--- src/rtl/vscale_sim_ctrl.sv ---
// Simulation run controller: sequences core reset release, counts run cycles
// and turns per-core tohost status writes or a watchdog expiry into a sticky verdict.
module vscale_sim_ctrl #(
  parameter int N_CORES        = 1,
  parameter int XLEN           = 32,
  parameter int RESET_CYCLES   = 10,
  parameter int TIMEOUT_CYCLES = 200,
  parameter int CNT_W          = 32
) (
  input  logic                    clk,
  input  logic                    reset,
  output logic [N_CORES-1:0]      core_reset,
  input  logic [N_CORES-1:0]      tohost_wen,
  input  logic [N_CORES*XLEN-1:0] tohost_wdata,
  output logic [CNT_W-1:0]        cycle_count,
  output logic                    done,
  output logic                    pass,
  output logic                    timeout,
  output logic [N_CORES-1:0]      fail_vec,
  output logic [XLEN-2:0]         fail_code
);

  typedef enum logic [2:0] {S_HOLD, S_RUN, S_PASS, S_FAIL, S_TIMEOUT} state_e;

  localparam int HOLD_W = (RESET_CYCLES > 1) ? $clog2(RESET_CYCLES) : 1;
  localparam logic [HOLD_W-1:0] HOLD_LAST = HOLD_W'(RESET_CYCLES - 1);
  localparam logic [CNT_W-1:0]  CNT_MAX   = {CNT_W{1'b1}};
  localparam logic [CNT_W-1:0]  TO_LAST   = CNT_W'(TIMEOUT_CYCLES - 1);

  state_e               state_q;
  logic [HOLD_W-1:0]    hold_q;
  logic [N_CORES-1:0]   passed_q;
  logic [N_CORES-1:0]   core_reset_q;
  logic [CNT_W-1:0]     cnt_q;
  logic                 done_q, pass_q, timeout_q;
  logic [N_CORES-1:0]   fail_vec_q;
  logic [XLEN-2:0]      fail_code_q;

  // Per-core status decode of this cycle's tohost write.
  logic [N_CORES-1:0]              lane_pass, lane_fail;
  logic [N_CORES-1:0][XLEN-2:0]    lane_code;

  for (genvar i = 0; i < N_CORES; i++) begin : g_lane
    logic [XLEN-1:0] d;
    assign d            = tohost_wdata[i*XLEN +: XLEN];
    assign lane_pass[i] = tohost_wen[i] && (d == XLEN'(1));
    assign lane_fail[i] = tohost_wen[i] && d[0] && (d[XLEN-1:1] != '0);
    assign lane_code[i] = d[XLEN-1:1];
  end

  // Lowest-index failing core supplies the code.
  logic [XLEN-2:0] first_code;
  always_comb begin
    first_code = '0;
    for (int i = N_CORES - 1; i >= 0; i--)
      if (lane_fail[i]) first_code = lane_code[i];
  end

  logic any_fail, all_pass, wd_fire, hold_end;
  assign any_fail = |lane_fail;
  assign all_pass = &(passed_q | lane_pass);
  assign wd_fire  = (TIMEOUT_CYCLES != 0) && (cnt_q == TO_LAST);
  assign hold_end = (RESET_CYCLES == 0) || (hold_q == HOLD_LAST);

  always_ff @(posedge clk or negedge reset) begin
    if (!reset) begin
      state_q      <= S_HOLD;
      hold_q       <= '0;
      passed_q     <= '0;
      core_reset_q <= '1;
      cnt_q        <= '0;
      done_q       <= 1'b0;
      pass_q       <= 1'b0;
      timeout_q    <= 1'b0;
      fail_vec_q   <= '0;
      fail_code_q  <= '0;
    end else begin
      case (state_q)
        S_HOLD: begin
          hold_q <= hold_q + 1'b1;
          if (hold_end) begin
            state_q      <= S_RUN;
            core_reset_q <= '0;
          end
        end
        S_RUN: begin
          if (cnt_q != CNT_MAX) cnt_q <= cnt_q + 1'b1;
          passed_q <= passed_q | lane_pass;
          // Fail beats pass, pass beats the watchdog on the same edge.
          if (any_fail) begin
            state_q      <= S_FAIL;
            fail_vec_q   <= fail_vec_q | lane_fail;
            fail_code_q  <= first_code;
            done_q       <= 1'b1;
            core_reset_q <= '1;
          end else if (all_pass) begin
            state_q      <= S_PASS;
            done_q       <= 1'b1;
            pass_q       <= 1'b1;
            core_reset_q <= '1;
          end else if (wd_fire) begin
            state_q      <= S_TIMEOUT;
            done_q       <= 1'b1;
            timeout_q    <= 1'b1;
            core_reset_q <= '1;
          end
        end
        default: ;
      endcase
    end
  end

  assign core_reset  = core_reset_q;
  assign cycle_count = cnt_q;
  assign done        = done_q;
  assign pass        = pass_q;
  assign timeout     = timeout_q;
  assign fail_vec    = fail_vec_q;
  assign fail_code   = fail_code_q;

endmodule

--- config.mk ---
export PLATFORM = sky130hd
export DESIGN_NAME = vscale_sim_ctrl
export DESIGN_NICKNAME = d
export VERILOG_FILES = /design/src/rtl/vscale_sim_ctrl.sv
export SDC_FILE = /design/constraint.sdc
export NUM_CORES = 1
export LEC_CHECK = 0
export CORE_UTILIZATION = 45
export DETAILED_ROUTE_END_ITERATION = 6
export PLACE_DENSITY = 0.84
export REMOVE_ABC_BUFFERS = 1
export SLEW_MARGIN = 0
export SYNTH_ARGS = -nofsm -noshare
export SYNTH_HDL_FRONTEND = slang
export SYNTH_SLANG_ARGS = --single-unit
--- constraint.sdc ---
create_clock -name clk -period 2.1 [get_ports clk]
set_clock_uncertainty 0.1 [all_clocks]
set_input_delay 0.21 -clock clk [delete_from_list [all_inputs] [get_ports clk]]
set_output_delay 0.21 -clock clk [all_outputs]
set_load 0.03 [all_outputs]
# [Yosys cells after proc, flatten, opt, wreduce, memory -nomap -nowiden]
# Cells that the tools add are included.
[totals] regBits=76 latchBits=0 mem_bits_rw=0 mem_bits_ro=0 output_inout_bits=68 word_cells=46 mem_count=0
[classes] n_addsub=2 multipliers=0 div=0 n_lt_le_gt_ge=0 n_eq_ne=7 shifts=0 n_mux=10 n_bitwise=4 n_reduce_logical=13
[op_table] operator="32-bit by 1-bit adder with 32-bit output, second input constant" count=1
[op_table] operator="32-bit by 1-bit equality test with 1-bit output, second input constant" count=1
[op_table] operator="32-bit by 8-bit equality test with 1-bit output, second input constant" count=1
[op_table] operator="32-bit != test, second input constant" count=1
[op_table] operator="31-bit nonzero test" count=1
[op_table] operator="3-bit 2-to-1 mux" count=4
[op_table] operator="3-bit case mux with 2 select lines" count=1
[op_table] operator="2-bit AND reduction" count=3
[op_table] operator="3-bit AND reduction" count=2
[op_table] operator="4-bit by 1-bit adder with 4-bit output, second input constant" count=1
[op_table] operator="4-bit equality test, second input constant" count=1
[op_table] operator="1-bit 2-to-1 mux" count=4
[op_table] operator="4-bit != test, second input constant" count=1
[op_table] operator="4-bit AND reduction" count=1
[op_table] operator="3-bit by 1-bit equality test with 1-bit output, second input constant" count=1
[op_table] operator="1-bit logical AND" count=3
[op_table] operator="3-bit logical NOT" count=1
[op_table] operator="3-bit nonzero test" count=1
[op_table] operator="2-bit != test, second input constant" count=1
[op_table] operator="1-bit inverter" count=2
[op_table] operator="1-bit bitwise OR" count=2
[op_table] operator="1-bit case mux with 2 select lines" count=1
[op_table] operator="2-bit nonzero test" count=1

# [Logic depth before layout (Yosys ltp)]
[depth] word_depth=6 ltp_mapped=7 ltp_nobuf=6

# [Worst setup path before layout]
# OpenSTA, ideal clock, no wires.
[synth_timing] path_type="flip-flop to flip-flop" startpoint="register cnt_q[0] (netlist: cycle_count[0])" endpoint="register state_q[0]" setup_ps=124 arrival_time_ps=1898 required_ps=1876 slack_ps=-22 stages_incl_launch_ff=7 synth_period_minus_slack_ps=2122 cell_sequence="dfrtp_1 > ha_1 > nand4_1 > or4_1 > nor4_2 > nor2_1 > a211o_1"
[synth_via] elab_chain_len=3
[synth_lines] item="from (decl)" line="34" text="logic [CNT_W-1:0] cnt_q;"
[synth_lines] item="from (signal assigned)" line="87" text="if (cnt_q != CNT_MAX) cnt_q <= cnt_q + 1'b1;"
[synth_lines] item="32-bit by 8-bit equality test with 1-bit output" line="62" text="assign wd_fire = (TIMEOUT_CYCLES != 0) && (cnt_q == TO_LAST);"
[synth_lines] item="4-bit != test (no line)"
[synth_lines] item="3-bit AND reduction (no line)"
[synth_lines] item="to (signal assigned)" line="67" text="state_q <= S_HOLD;"
[synth_lines] item="to (signal assigned)" line="82" text="state_q <= S_RUN;"
[synth_lines] item="to (signal assigned)" line="91" text="state_q <= S_FAIL;"
[synth_lines] item="to (decl)" line="30" text="state_e state_q;"
# Every way passes these cells.
# A chain may end at the register's enable or synchronous reset.

# [Worst setup path after layout]
# Same ends and word-level chain as after synthesis.

==> results.py <==
metrics = {
    "run_status": {
        "outcome": "completed",
    },
    "sta": {
        "clock.fmax_mhz": 498.7,
        "finalSetupViolations": 0,
        "worst_slack_ns": 0.09466,
        "rsz0062_at_grt": "no",
        "relSlewSlack": 0.6357,
        "timing.hold.ws_ns": 0.2616,
        "worst_slew_pin_slew_ns": 0.5465,
        "hold_viol_final": 0,
        "setup-tns-final_ns": 0,
        "fin_crit_sh": 0.9549,
        "finalMaxSlewViolations": 0,
        "period_minus_slack_ns": 2.005,
    },
    "clocking": {
        "cts-root-buf": "clkbuf_8",
        "postCtsSetupBuffers": 0,
        "clock_path_buffers": 2,
        "clk_pin_slew_worst_paths_ns": 0.08,
        "cts_tree": "done",
        "numClockSinks": 76,
        "htreeDepth": 3,
        "clock_latency_ns": 0.34,
        "cts_buffers": 9,
    },
    "finish": {
        "seq_area_um2": 1903,
        "final_cell_mix": "101 x clkdlybuf4s50_1, 75 x dfrtp_1, 43 x buf_4, 31 x xnor2_1, 29 x mux2_2",
        "finalNetCount": 461,
        "final_core_util": 0.7035,
        "finish.instance_area_um2": 5130,
        "layout-drive-gt1-share": 0.2570,
        "synthToLayoutAreaGrowth_pct": 50.02,
        "final_common_cell": "clkdlybuf4s50_1",
        "antennaDiodeCount": 0,
        "nFillCells": 515,
        "multi_input_area_um2": 1478,
    },
    "floorplanning": {
        "die_w_um": 89.17,
        "initial_core_util": 0.4689,
        "num_rows": 31,
        "core-area_um2": 7292,
        "io_pins": 103,
        "die_h_um": 89.17,
        "dieArea_um2": 7951,
    },
    "routing": {
        "drc": 0,
        "top_layer_used": "met4",
        "viasPerCell": 5.269,
        "wire_per_inst_um": 16.37,
        "met2_length_mm": 4.509,
        "firstDrtPassIters": 4,
        "initialDrtViolationCount": 149,
        "routed-wl-met3_um": 334,
        "wl_met1_mm": 3.669,
        "vias": 2777,
        "antenna_left": 0,
        "drt-total-wl_mm": 8.629,
    },
    "setup_path": {
        "reg2reg_from": "cycle_count[0]",
        "start_kind": "flop",
        "ff2ff_path_depth": 6,
        "worst_ep_arrival_time_ns": 2.14,
        "critPathKind": "flop to flop",
        "slowest_stage": "or4_4",
        "critPathMaxFanout": 4,
        "worstPathCellList": "ha_1, nand4_1, or4_4, nor4_2, nor2_1, a211o_1",
        "r2r_setup_slack_ns": 0.09,
        "cp.required_ns": 2.23,
        "cp_slowest_stage_delay_ns": 0.47,
        "worst_setup_path_end_kind": "flop",
        "worstReg2RegEnd": "state_q[0]",
    },
    "global_route": {
        "gr-total-overflow": 0,
        "grt_max_degree": 44,
        "grt_pass1_wl_mm": 13.88,
        "grt_usage": 0.2358,
        "grt_pass1_vias": 2800,
        "antenna_found_initial": 0,
    },
    "yosys": {
        "synth_area_leaders": "dfrtp_1 55%, mux2_2 9.5%, xnor2_1 7.9%",
        "synth_area_leader_cell": "dfrtp_1",
        "synth_seq_cells": 76,
        "avgSynthCellArea_um2": 12.57,
        "syn_area_um2": 3420,
        "synth.top_cell.area_share": 0.5488,
        "synth_seq_area_share": 0.5565,
        "syn_inst": 272,
        "yosys_warnings": 0,
        "ys_types": 36,
    },
    "placement": {
        "portBuffers": 102,
        "place_ws_ns": -0.2623,
        "place_area_um2": 4857,
        "gp_congestion": 0.9030,
        "dpl.hpwl_mm": 6.348,
    },
    "pwr": {
        "p_leak_nw": 2.229,
        "powerDensity_nw_per_um2": 1145,
        "peakVddDrop_v": 0.0008067,
    },
    "min_path": {
        "hold_path_class": "input port to asynchronous set/reset pin",
    },
    "flow_run": {
        "maxCapViolCount": 0,
    },
}
[layout make-up]
| cell class | count | area share |
|---|---|---|
| Tap cell | 99 | 0.02415 |
| Timing Repair Buffer | 147 | 0.2698 |
| Multi-Input combinational cell | 187 | 0.2880 |
| Clock buffer | 11 | 0.02951 |
| Clock inverter | 5 | 0.01610 |
| Inverter | 2 | 0.001463 |
| Sequential cell | 76 | 0.3710 |
[timing repair]
item	4_1_cts	5_1_grt
hold buffers	1	0
gates resized for setup	1	5
hold endpoints to repair	33	0
endpoints found under the setup margin	8	31
pin swaps	0	1
[registers in the layout (all words and copies together), names as in the netlist]
register / cells
pass: 1
core_reset: 1
state_q: 3
fail_code: 31
cycle_count: 32
timeout: 1
hold_q: 4
fail_vec: 1
done: 1
passed_q: 1
[metrics by stage]
step,power (mW),cells
after floorplan,3.461,265
after global placement,4.544,510
after detailed placement,4.606,510
after CTS,5.914,527
after global routing,6.150,527
final,5.876,527
[critical path, delay by kind of cell (launching register included)]
family                   cells  cell delay [ns]
AND/OR/NAND/NOR              4             0.97
adder cells (fa/ha/maj)      1             0.18
flip-flops                   1             0.36
AO/OA/AOI/OAI                1             0.29
[synthesized netlist by cell type (all sizes together)]
| cell type | instances |
|---|---|
| dfrtp | 75 |
| mux2 | 32 |
| xnor2 | 31 |
| nand4 | 25 |
| nor4 | 17 |
| nand2 | 13 |
| nand3 | 13 |
| and3 | 11 |
| nor2 | 9 |
| buf | 7 |
| and4 | 4 |
| nor3 | 4 |
| or2 | 4 |
| ha | 3 |
| or3 | 3 |
| xor2 | 3 |
| a21oi | 2 |
| inv | 2 |
| o21ai | 2 |
| a211o | 1 |
| a211oi | 1 |
| a21o | 1 |
| a41o | 1 |
| a41oi | 1 |
| and2 | 1 |
| dfstp | 1 |
| nand2b | 1 |
| nor2b | 1 |
| nor3b | 1 |
| o31ai | 1 |
| or4 | 1 |
[cells by family (layout without fill, tap and decap cells)]
kind of cell	after synthesis	after routing	synth area share
compound gates	10	10	0.02415
mux	32	32	0.1087
fa+ha+maj	3	3	0.01098
buf+inv	9	165	0.01976
flops	76	76	0.5565
xor+xnor	34	34	0.08709
simple gates	108	108	0.1928
[where the power goes]
part	switching [mW]	internal, mW	leakage [nW]
sequential	0.266	1.89	0.973
combinational	1.28	1.16	1.14
clock	0.546	0.739	0.120
[metal layers]
layer  vias up  GRT usage
met1      1388     0.3087
met5         -          0
met3        10    0.04709
met4         0    0.07792
li1       1310          -
met2        69     0.3949
[how the worst max path moves through the flow]
| stage | from | endpoint | slack (ns) | depth (start not counted) |
|---|---|---|---|---|
| floorplan | tohost_wdata[9] | fail_code[0] | -0.09 | 5 |
| global placement | tohost_wdata[20] | fail_code[2] | -0.26 | 7 |
| detailed placement | tohost_wdata[9] | fail_code[22] | -0.26 | 7 |
| CTS | tohost_wdata[9] | fail_code[22] | 0.08 | 7 |
| global route | tohost_wdata[20] | fail_code[22] | 0.006 | 7 |
| finish | cycle_count[0] | state_q[0] | 0.09 | 6 |
(Power assumes the default switching activity.)
